## config.mk

```make
export PLATFORM = sky130hd
export DESIGN_NAME = multicycle_exec_ctrl_flat
export DESIGN_NICKNAME = d
export VERILOG_FILES = /design/src/rtl/multicycle_exec_ctrl_if.sv /design/src/rtl/multicycle_exec_ctrl.sv /design/src/flat_wrapper.sv
export SDC_FILE = /design/constraint.sdc
export NUM_CORES = 1
export LEC_CHECK = 0
export CAP_MARGIN = 25
export CORE_UTILIZATION = 48
export DETAILED_ROUTE_END_ITERATION = 7
export PLACE_DENSITY = 0.9
export SYNTH_ARGS = -nofsm -noshare
export SYNTH_HDL_FRONTEND = slang
export SYNTH_SLANG_ARGS = --single-unit
```

## constraint.sdc

```tcl
create_clock -name clk -period 2.7 [get_ports clk]
set_input_delay 0.405 -clock clk [delete_from_list [all_inputs] [get_ports clk]]
set_output_delay 0.405 -clock clk [all_outputs]
set_load 0.005 [all_outputs]
```

## src/rtl/multicycle_exec_ctrl_if.sv

```systemverilog
// Control/status bundle between the multicycle controller and the LEGv8 datapath.
// master = controller side, slave = datapath side.
interface multicycle_exec_ctrl_if #(
  parameter int unsigned CNT_W = 16
);
  logic             run;
  logic [10:0]      opcode;
  logic             zero;
  logic             mem_ready;
  logic             pc_write;
  logic             pc_src;
  logic             ir_write;
  logic             mem_read;
  logic             mem_write;
  logic             reg2_loc;
  logic             alu_src;
  logic [1:0]       alu_op;
  logic             reg_write;
  logic             mem_to_reg;
  logic             busy;
  logic             illegal;
  logic [2:0]       state;
  logic [CNT_W-1:0] retired;

  modport master (
    input  run, opcode, zero, mem_ready,
    output pc_write, pc_src, ir_write, mem_read, mem_write, reg2_loc, alu_src, alu_op,
           reg_write, mem_to_reg, busy, illegal, state, retired
  );

  modport slave (
    output run, opcode, zero, mem_ready,
    input  pc_write, pc_src, ir_write, mem_read, mem_write, reg2_loc, alu_src, alu_op,
           reg_write, mem_to_reg, busy, illegal, state, retired
  );
endinterface

```

## src/rtl/multicycle_exec_ctrl.sv

```systemverilog
// Moore-style sequencer for the LEGv8 multicycle datapath: fetch, decode, execute,
// memory and write-back, with memory wait states, retire counting and illegal-opcode halt.
module multicycle_exec_ctrl #(
  parameter int unsigned CNT_W        = 16,
  parameter logic [1:0]  ALUOP_DTYPE  = 2'b00,
  parameter logic [1:0]  ALUOP_BRANCH = 2'b01,
  parameter logic [1:0]  ALUOP_RTYPE  = 2'b10
) (
  input  logic                   clk,
  input  logic                   reset_n,
  multicycle_exec_ctrl_if.master bus
);

  typedef enum logic [2:0] {
    StIdle   = 3'd0,
    StFetch  = 3'd1,
    StDecode = 3'd2,
    StExec   = 3'd3,
    StMem    = 3'd4,
    StWb     = 3'd5,
    StHalt   = 3'd6
  } state_e;

  typedef enum logic [2:0] {OpNone, OpRtype, OpLdur, OpStur, OpCbz, OpB} op_class_e;

  function automatic op_class_e classify(input logic [10:0] op);
    op_class_e c;
    c = OpNone;
    if (op == 11'b10001011000 || op == 11'b11001011000 ||
        op == 11'b10001010000 || op == 11'b10101010000) begin
      c = OpRtype;
    end else if (op == 11'b11111000010) begin
      c = OpLdur;
    end else if (op == 11'b11111000000) begin
      c = OpStur;
    end else if (op[10:3] == 8'b10110100) begin
      c = OpCbz;
    end else if (op[10:5] == 6'b000101) begin
      c = OpB;
    end
    return c;
  endfunction

  state_e           state_q, state_d;
  logic [10:0]      op_q, op_d;
  logic             illegal_q, illegal_d;
  logic [CNT_W-1:0] retired_q, retired_d;
  op_class_e        dec_cls, exe_cls;
  logic             instr_end;

  assign dec_cls = classify(bus.opcode);
  assign exe_cls = classify(op_q);

  always_comb begin
    state_d        = state_q;
    op_d           = op_q;
    illegal_d      = illegal_q;
    retired_d      = retired_q;
    instr_end      = 1'b0;
    bus.pc_write   = 1'b0;
    bus.pc_src     = 1'b0;
    bus.ir_write   = 1'b0;
    bus.mem_read   = 1'b0;
    bus.mem_write  = 1'b0;
    bus.reg2_loc   = 1'b0;
    bus.alu_src    = 1'b0;
    bus.alu_op     = 2'b00;
    bus.reg_write  = 1'b0;
    bus.mem_to_reg = 1'b0;

    unique case (state_q)
      StIdle: begin
        if (bus.run) state_d = StFetch;
      end
      StFetch: begin
        bus.mem_read = 1'b1;
        if (bus.mem_ready) begin
          bus.ir_write = 1'b1;
          bus.pc_write = 1'b1;
          state_d      = StDecode;
        end
      end
      StDecode: begin
        // op_q is not valid yet, so the register-2 select decodes the live IR.
        op_d         = bus.opcode;
        bus.reg2_loc = (dec_cls == OpStur) || (dec_cls == OpCbz);
        if (dec_cls == OpNone) begin
          state_d   = StHalt;
          illegal_d = 1'b1;
        end else begin
          state_d = StExec;
        end
      end
      StExec: begin
        unique case (exe_cls)
          OpRtype: begin
            bus.alu_op = ALUOP_RTYPE;
            state_d    = StWb;
          end
          OpLdur, OpStur: begin
            bus.alu_op   = ALUOP_DTYPE;
            bus.alu_src  = 1'b1;
            bus.reg2_loc = (exe_cls == OpStur);
            state_d      = StMem;
          end
          OpCbz: begin
            bus.alu_op   = ALUOP_BRANCH;
            bus.reg2_loc = 1'b1;
            bus.pc_write = bus.zero;
            bus.pc_src   = bus.zero;
            instr_end    = 1'b1;
          end
          OpB: begin
            bus.pc_write = 1'b1;
            bus.pc_src   = 1'b1;
            instr_end    = 1'b1;
          end
          default: begin
            state_d   = StHalt;
            illegal_d = 1'b1;
          end
        endcase
      end
      StMem: begin
        bus.mem_write = (exe_cls == OpStur);
        bus.mem_read  = (exe_cls != OpStur);
        if (bus.mem_ready) begin
          if (exe_cls == OpStur) instr_end = 1'b1;
          else                   state_d   = StWb;
        end
      end
      StWb: begin
        bus.reg_write  = 1'b1;
        bus.mem_to_reg = (exe_cls == OpLdur);
        instr_end      = 1'b1;
      end
      StHalt: ;
      default: state_d = StIdle;
    endcase

    // Instruction boundary: the only place run is sampled after leaving IDLE.
    if (instr_end) begin
      retired_d = retired_q + CNT_W'(1);
      state_d   = bus.run ? StFetch : StIdle;
    end
  end

  always_ff @(posedge clk or negedge reset_n) begin
    if (!reset_n) begin
      state_q   <= StIdle;
      op_q      <= '0;
      illegal_q <= 1'b0;
      retired_q <= '0;
    end else begin
      state_q   <= state_d;
      op_q      <= op_d;
      illegal_q <= illegal_d;
      retired_q <= retired_d;
    end
  end

  assign bus.state   = state_q;
  assign bus.busy    = (state_q != StIdle) && (state_q != StHalt);
  assign bus.illegal = illegal_q;
  assign bus.retired = retired_q;

endmodule

```

## src/flat_wrapper.sv

```systemverilog
// flat-port wrapper written by rule: the top's interface ports become plain ports
module multicycle_exec_ctrl_flat 
#(
  parameter int unsigned CNT_W        = 16,
  parameter logic [1:0]  ALUOP_DTYPE  = 2'b00,
  parameter logic [1:0]  ALUOP_BRANCH = 2'b01,
  parameter logic [1:0]  ALUOP_RTYPE  = 2'b10
)
  (clk, reset_n, bus_run, bus_opcode, bus_zero, bus_mem_ready, bus_pc_write, bus_pc_src, bus_ir_write, bus_mem_read, bus_mem_write, bus_reg2_loc, bus_alu_src, bus_alu_op, bus_reg_write, bus_mem_to_reg, bus_busy, bus_illegal, bus_state, bus_retired);
  multicycle_exec_ctrl_if #(.CNT_W(CNT_W)) bus_i ();
  input  logic clk;
  input  logic reset_n;
  input wire logic [$bits(bus_i.run)-1:0] bus_run;
  input wire logic [$bits(bus_i.opcode)-1:0] bus_opcode;
  input wire logic [$bits(bus_i.zero)-1:0] bus_zero;
  input wire logic [$bits(bus_i.mem_ready)-1:0] bus_mem_ready;
  output wire logic [$bits(bus_i.pc_write)-1:0] bus_pc_write;
  output wire logic [$bits(bus_i.pc_src)-1:0] bus_pc_src;
  output wire logic [$bits(bus_i.ir_write)-1:0] bus_ir_write;
  output wire logic [$bits(bus_i.mem_read)-1:0] bus_mem_read;
  output wire logic [$bits(bus_i.mem_write)-1:0] bus_mem_write;
  output wire logic [$bits(bus_i.reg2_loc)-1:0] bus_reg2_loc;
  output wire logic [$bits(bus_i.alu_src)-1:0] bus_alu_src;
  output wire logic [$bits(bus_i.alu_op)-1:0] bus_alu_op;
  output wire logic [$bits(bus_i.reg_write)-1:0] bus_reg_write;
  output wire logic [$bits(bus_i.mem_to_reg)-1:0] bus_mem_to_reg;
  output wire logic [$bits(bus_i.busy)-1:0] bus_busy;
  output wire logic [$bits(bus_i.illegal)-1:0] bus_illegal;
  output wire logic [$bits(bus_i.state)-1:0] bus_state;
  output wire logic [$bits(bus_i.retired)-1:0] bus_retired;
  assign bus_i.run = bus_run;
  assign bus_i.opcode = bus_opcode;
  assign bus_i.zero = bus_zero;
  assign bus_i.mem_ready = bus_mem_ready;
  assign bus_pc_write = bus_i.pc_write;
  assign bus_pc_src = bus_i.pc_src;
  assign bus_ir_write = bus_i.ir_write;
  assign bus_mem_read = bus_i.mem_read;
  assign bus_mem_write = bus_i.mem_write;
  assign bus_reg2_loc = bus_i.reg2_loc;
  assign bus_alu_src = bus_i.alu_src;
  assign bus_alu_op = bus_i.alu_op;
  assign bus_reg_write = bus_i.reg_write;
  assign bus_mem_to_reg = bus_i.mem_to_reg;
  assign bus_busy = bus_i.busy;
  assign bus_illegal = bus_i.illegal;
  assign bus_state = bus_i.state;
  assign bus_retired = bus_i.retired;
  multicycle_exec_ctrl #(.CNT_W(CNT_W), .ALUOP_DTYPE(ALUOP_DTYPE), .ALUOP_BRANCH(ALUOP_BRANCH), .ALUOP_RTYPE(ALUOP_RTYPE)) u_core (.clk(clk), .reset_n(reset_n), .bus(bus_i));
endmodule
```

==> Word level (Yosys, flattened, before mapping) <==
Cells that the tools add are included.
Widths: inputs -> output; s select.
{ "op_classes": {"addsub": 1, "n_eq_ne": 39, "n_mux": 41, "reduce_logical": 18} }
{ "op_table": {"columns": ["operator", "n"], "rows": [
  ["$eq 11x11->1 const B", 12],
  ["$mux 3", 16],
  ["$eq 3x3->1 const B", 6],
  ["$ne 3x2->1 const B", 6],
  ["$pmux 3 s6", 1],
  ["$add 16x1->16 const B", 1],
  ["$eq 8x8->1 const B", 2],
  ["$eq 3x2->1 const B", 5],
  ["$mux 1", 14],
  ["$eq 6x3->1 const B", 2],
  ["$pmux 1 s2", 6],
  ["$pmux 3 s3", 1],
  ["$logic_or 1x1->1", 7],
  ["$eq 3x1->1 const B", 2],
  ["$logic_not 3->1", 2],
  ["$reduce_and 6->1", 1],
  ["$reduce_or 2->1", 3],
  ["$reduce_or 5->1", 1],
  ["$ne 2x1->1 const B", 2],
  ["$pmux 2 s2", 1],
  ["$ne 3x3->1 const B", 1],
  ["$pmux 1 s3", 1],
  ["$reduce_and 3->1", 1],
  ["$reduce_bool 3->1", 1],
  ["4 further kinds", 4]
]} }
{ "word_totals": {"register_bits": 31, "output_inout_bits": 32, "wordCells": 103} }

==> Logic depth before layout (Yosys ltp) <==
Gate-level depths: netlist of run 1.
{ "depth": {"word_depth": 12, "mapped_depth": 7} }

==> Least setup slack after synthesis of run 1 <==
Ideal clock, no wire load.
{ "synth_timing": {"kind": "input-to-output", "from": "input port bus_opcode[0]", "to": "output port bus_reg2_loc", "arrival_time_ps": 1865, "t_required_ps": 2295, "setup_slack_ps": 430, "cell_stages": 5, "n_path_buf": 0, "path_cell_list": "or4b_4 or4_4 nand4_1 nor2_1 a211o_1"} }
{ "synth_between": {"elab_chain_cells": 8} }
{ "synth_rtl": {"columns": ["item", "line_no", "text"], "rows": [
  ["start: declaration", "flat_wrapper.sv:14", "input wire logic [$bits(bus_i.opcode)-1:0] bus_opcode;"],
  ["$eq 11x11->1", "multicycle_exec_ctrl.sv:29", "if (op == 11'b10001011000 || op == 11'b11001011000 ||"],
  ["$logic_or 1x1->1 (2 in series)", "multicycle_exec_ctrl.sv:29", null],
  ["$logic_or 1x1->1", "multicycle_exec_ctrl.sv:30", "op == 11'b10001010000 || op == 11'b10101010000) begin"],
  ["$mux 3 *", "multicycle_exec_ctrl.sv:29", null],
  ["$eq 3x2->1 or $eq 3x3->1 (tied branches)", "multicycle_exec_ctrl.sv:86", "bus.reg2_loc = (dec_cls == OpStur) || (dec_cls == OpCbz);"],
  ["$logic_or 1x1->1 *", "multicycle_exec_ctrl.sv:86", null],
  ["$pmux 1 s2 *", "multicycle_exec_ctrl.sv:71", "unique case (state_q)"],
  ["end: declaration", "flat_wrapper.sv:22", "output wire logic [$bits(bus_i.reg2_loc)-1:0] bus_reg2_loc;"]
]} }
Every way passes the cells marked *; elsewhere a longest branch is shown, timed or not.

==> Worst setup path after layout of run 1 <==
{ "layout_timing": {"from": "register u_core.op_q[0]", "to": "output port bus_reg2_loc"} }
{ "layout_between": {"elab_chain_cells": 9} }
{ "layout_rtl": {"columns": ["item", "line_no", "text"], "rows": [
  ["start: declaration", "multicycle_exec_ctrl.sv:45", "logic [10:0] op_q, op_d;"],
  ["start signal: assignment", "multicycle_exec_ctrl.sv:156", "op_q <= op_d;"],
  ["$eq 11x11->1", "multicycle_exec_ctrl.sv:29", null],
  ["$logic_or 1x1->1 (2 in series)", "multicycle_exec_ctrl.sv:29", null],
  ["$logic_or 1x1->1", "multicycle_exec_ctrl.sv:30", null],
  ["$mux 3 *", "multicycle_exec_ctrl.sv:29", null],
  ["$eq 3x2->1 (on tied branches)", "multicycle_exec_ctrl.sv:95, multicycle_exec_ctrl.sv:103", null],
  ["$reduce_or 2->1", null, null],
  ["$pmux 1 s2 *", "multicycle_exec_ctrl.sv:95", "unique case (exe_cls)"],
  ["$pmux 1 s2 *", "multicycle_exec_ctrl.sv:71", null]
]} }
Marks and branches as above.

==> results of run 1 <==
==> through the flow <==
step	util (%)	instances
CTS	75.9	291
finish	76.4	292
detailed placement	70.9	279
floorplan	-	171
global placement	70.9	279
global route	76.4	292
==> cells in the final DEF (no fill, tap or decap), types with 6 or more instances in the layout <==
cell type,synthesis,final
buf_4,0,26
clkbuf_8,0,6
clkdlybuf4s50_1,0,34
dfrtp_1,31,31
dlygate4sd2_1,0,6
dlymetal6s2s_1,0,6
mux2_2,7,7
nand2_1,11,11
nand4_1,11,11
nor2_1,11,10
nor3_1,6,6
xor2_1,10,10
==> cells by family after synthesis <==
family	count (synthesis)	share of synthesized area [%]
flops	31	43.6
simple gates	80	28.7
compound gates	22	9.42
xor+xnor	15	7.38
buf+inv	9	2.04
fa+ha+maj	1	0.703
mux	13	8.15
==> path summary, 6_finish.rpt <==
kind,to,slack (ps),depth (start not counted)
min in group asynchronous,u_core.op_q[5]$_DFFE_PN0P_,490,2
setup reg to reg,u_core.bus.retired[12]$_DFFE_PN0N_,560,8
setup / recovery,bus_reg2_loc,70,7
max in group asynchronous,u_core.op_q[1]$_DFFE_PN0P_,1920,2
hold / removal,u_core.bus.retired[15]$_DFFE_PN0N_,470,1
hold reg to reg,u_core.bus.retired[15]$_DFFE_PN0N_,470,1
==> power by group through the flow <==
stage | Combinational [mW] | Clock, mW | Sequential (mW)
floorplan | 0.467 | 0 | 0.728
global placement | 0.795 | 0 | 0.737
detailed placement | 0.820 | 0 | 0.745
CTS | 0.844 | 0.486 | 0.756
global route | 0.920 | 0.510 | 0.785
finish | 0.842 | 0.481 | 0.764
==> sequential cells by signal, summed over array words and instances, names as in the netlist <==
signal	flops
u_core.bus.illegal	1
u_core.bus.retired	16
u_core.bus.state	3
u_core.op_q	11
==> final cells by class <==
class / instances / area (sq um)
clock inverter: 2 / 35.0
fill: 225 / 813
multi-input combinational: 131 / 998
clock buffer: 6 / 82.6
timing repair buffer: 73 / 668
sequential: 31 / 776
inverter: 3 / 11.3
tap: 46 / 57.6
==> worst max-delay path, cell delays in order (launching register included) <==
cell and delay (ps):
dfrtp_1 410, nor4b_4 330, or3b_4 430, buf_4 170, o21ai_4 140, nor2b_1 70
a211o_1 270, clkbuf_2 110
==> routing by layer <==
| metal | wire, um | up-vias |
|---|---|---|
| li1 | - | 785 |
| met1 | 1960 | 851 |
| met2 | 2230 | 63 |
| met3 | 300 | 7 |
| met4 | 80 | 0 |
| met5 | 0 | - |
==> repair_timing <==
action | CTS | global route
resized for setup | 14 | 7
pin swaps | 6 | 5
endpoints found under the setup margin | 5 | 5
setup buffers | 4 | 1
==> impl_metrics.yaml, run 1 <==
outcome:
  outcome: "complete, no violations"
worst_setup_path:
  worst-setup-path-type: "reg -> out"
  cp-end-kind: "output pin"
  critical_path.reg2reg.startpoint: "u_core.op_q[0]$_DFFE_PN0P_"
  worstSetupStartpoint: "u_core.op_q[0]$_DFFE_PN0P_"
  cp.arrival_ps: 2220
  crit_path_max_fanout: 6
  crit_required_ps: 2300
  startpoint_type: "register"
worst_hold_path:
  hold_path_class: "reg -> reg"
  min_from: "u_core.bus.retired[15]$_DFFE_PN0N_"
logic_synthesis:
  synth_seq_area_share_pct: 43.6
  yosysWarnings: 0
  synth_common_cells: "31 x dfrtp_1, 11 x nand2_1, 11 x nand4_1, 11 x nor2_1, 10 x xor2_1"
  avgSynthCellArea_sq_um: 10.4
  synth_area_leaders: "dfrtp_1 44%, xor2_1 4.9%, mux2_2 4.4%, nand4_1 3.9%, mux2_1 3.2%"
  yosys.cell_count.top_type: "dfrtp_1"
  synth_top_cell_area_share_pct: 43.6
  synthesis.area_sq_mm: 0.00178
  ys_seq_elements: 31
  synth_cell_types: 53
  synth_nets: 188
  synth_edf_count: 0
  yosysTopAreaCell: "dfrtp_1"
  synth_flop_cell: "dfrtp_1"
  async_reset_ff_share_pct: 100
  synthCells: 171
floorplan:
  num_rows: 21
  initial_core_util_pct: 51.7
  dieArea_sq_mm: 0.00396
  core_area_sq_mm: 0.00344
  die_w_um: 62.9
  die_h_um: 62.9
  ios: 48
sta:
  rsz0062_at_grt: "false"
  setup_tns_ps: 0
  relSlewSlack_pct: 71.6
  clock_skew_ps: 12.4
  final_hold_viol_count: 0
  timing.final.crit_share_pct: 97.3
  setup_viol: 0
  worstMarginPinSlew_ps: 420
  fin_ws_ps: 73.3
  min_period_ps: 2630
  slew_violations: 0
  fmax_ghz: 0.381
  holdWs_ps: 469
routing:
  avgViaCountPerCell: 5.84
  ant_nets: 0
  wire_per_inst_um: 15.7
  vias: 1706
  wl_mm: 4.57
  drtPass1Iterations: 4
  drt-initial-drc-count: 111
  drc: 0
power_and_ir_drop:
  power.total_mw: 2.09
  leakagePower_nw: 1.24
  p_clk_share_pct: 23.0
  p_sw_share_pct: 34.5
  intPower_mw: 1.37
  power_frac_seq_pct: 36.6
  p_comb_share_pct: 40.3
  p_sw_uw: 721
  ir_worst_vdd_v: 0.000547
  powerDensity_mw_per_mm2: 794
clock_network:
  cts_sinks: 31
  ctsHtreeMaxLevel: 2
  clockBufferDepth: 2
  cts.clk_slew.worst_paths_ps: 60
  ctsRootBufferMaster: "clkbuf_8"
  clock_latency_ps: 300
  cts_buffers: 5
  hold_buffers: 0
  tritoncts: "done"
placement:
  place_area_sq_mm: 0.00244
  place_ws_ps: -475
  gp_congestion: 0.832
  io_buffers: 47
  hpwl_mm: 3.08
job:
  maxCapViolations: 0
global_route:
  use_met1_pct: 33.2
  grtUsageMet3_pct: 7.30
  grt_max_degree: 32
  overflow: 0
  antenna_found_initial: 0
  top_usage_layer: "met2"
  grt_pass1_vias: 1652
  met2_usage_pct: 41.9
  grt_pass1_wl_mm: 7.87
  grt.total_usage_pct: 26.3
finish:
  layout-drive-gt1-share_pct: 22.0
  syn_to_final_growth_pct: 47.6
  nets: 262
  fin_area_sq_mm: 0.00263
  antenna_cells: 0
Power figures use the tool's default switching activity.
==> inputs of run 2 (changes only) <==
CORE_ASPECT_RATIO = 1.25   (was not set)
==> impl_metrics.yaml, run 2 (synthesis results as in run 1) <==
outcome:
  outcome: "complete, no violations"
routing:
  drt-initial-drc-count: 73
  drc: 0
  ant_nets: 0
  vias: 1655
  maxUsedRoutingLayer: "met4"
  avgViaCountPerCell: 5.77
  routed-wl-met2_mm: 2.35
  wire_per_inst_um: 15.9
  wl_mm: 4.56
  dr_wl_met3_um: 171
  drtPass1Iterations: 4
  m1WireLength_mm: 1.91
finish:
  final_common_cell: "clkdlybuf4s50_1"
  nets: 264
  fillers: 231
  layout-drive-gt1-share_pct: 23.8
  layout_common_cells: "34 x clkdlybuf4s50_1, 31 x dfrtp_1, 27 x buf_4"
  antenna_cells: 0
  fin_area_sq_mm: 0.00266
  syn_to_final_growth_pct: 49.2
  largest_reg_flops: 16
power_and_ir_drop:
  ir_worst_vdd_v: 0.000752
  power.total_mw: 2.11
  leakagePower_nw: 1.25
  powerDensity_mw_per_mm2: 793
worst_setup_path:
  worst-setup-path-type: "in -> out"
  worstSetupStartpoint: "bus_opcode[2]"
  critical_path.reg2reg.startpoint: "u_core.op_q[5]$_DFFE_PN0P_"
  r2r_end: "u_core.bus.retired[12]$_DFFE_PN0N_"
  startpoint_type: "input pin"
  r2r_slack_ps: 530
  reg2reg_depth: 9
  crit_required_ps: 2300
  cp-end-kind: "output pin"
  cp.arrival_ps: 2220
  crit_path_max_fanout: 2
floorplan:
  die_w_um: 56.5
  die_h_um: 70.1
  ios: 48
  core_area_sq_mm: 0.00351
  dieArea_sq_mm: 0.00396
  initial_core_util_pct: 50.7
  num_rows: 24
placement:
  place_area_sq_mm: 0.00244
  hpwl_mm: 3.12
  place_ws_ps: -480
  io_buffers: 47
  gp_congestion: 0.836
clock_network:
  clock_latency_ps: 290
  ctsHtreeMaxLevel: 2
  tritoncts: "done"
  cts_sinks: 31
  clockBufferDepth: 2
  cts.clk_slew.worst_paths_ps: 70
  ctsRootBufferMaster: "clkbuf_8"
  cts_buffers: 5
  hold_buffers: 0
sta:
  relSlewSlack_pct: 72.6
  final_hold_viol_count: 0
  min_period_ps: 2630
  setup_tns_ps: 0
  setup_viol: 0
  clock_skew_ps: 6.29
  slew_violations: 0
  fmax_ghz: 0.380
  worstMarginPinSlew_ps: 412
  holdWs_ps: 471
  timing.final.crit_share_pct: 97.4
  fin_ws_ps: 70.5
global_route:
  grt_max_degree: 32
  grt.total_usage_pct: 24.4
  grt_pass1_wl_mm: 7.40
  grt_pass1_vias: 1559
  overflow: 0
  antenna_found_initial: 0
worst_hold_path:
  min_from: "u_core.bus.retired[15]$_DFFE_PN0N_"
  min_path_cells: 1
  min_to: "u_core.bus.retired[15]$_DFFE_PN0N_"
  hold_path_class: "reg -> reg"
job:
  maxCapViolations: 0
-- run 2: worst max-delay path by stage --
stage	end	slack (ps)	cells after the start
floorplan	bus_reg2_loc	430	5
global placement	bus_reg2_loc	-440	7
detailed placement	bus_reg2_loc	-480	7
CTS	bus_reg2_loc	-60	7
global route	bus_alu_op[1]	-0.4	7
finish	bus_reg2_loc	70	7
-- run 2: metrics by stage --
stage          utilization (%)  cells
4_1_cts                   74.1    286
6_report                  75.6    287
3_5_place_dp              69.4    273
5_1_grt                   75.6    287
3_3_place_gp              69.4    273
2_1_floorplan                -    171
-- run 2: critical path, cell delays in order --
cell and delay (ps):
dlygate4sd2_1 240, or4b_4 540, or4_4 530, nand4_1 80, nor2_1 50, a211o_1 260, buf_2 120
-- run 2: report_power, final --
part | total [mW] | leakage (nW) | switching, mW | internal [mW]
combinational | 0.871 | 0.797 | 0.396 | 0.474
sequential | 0.753 | 0.394 | 0.152 | 0.601
clock | 0.482 | 0.0612 | 0.183 | 0.298
-- run 2: layer usage --
metal / up-vias / track usage (%)
met1: 810 / 30.9
li1: 785 / -
met5: - / 0
met3: 14 / 5.93
met2: 46 / 39.5
met4: 0 / 10.3
-- run 2: area by class of cell --
type                    count  area (sq um)  share of cell area [%]
clock buffers               6          82.6                    3.11
well taps                  39          48.8                    1.84
multi-input cells         131          1030                    38.7
repair buffers             75           676                    25.4
inverters                   3          11.3                   0.424
flip-flops and latches     31           776                    29.2
clock inverters             2          35.0                    1.32
-- run 2: repair_timing --
item                                    4_1_cts  5_1_grt
buffers inserted                              5        1
endpoints found under the setup margin        5        6
pin swaps                                     6        6
gates resized for setup                      16       14
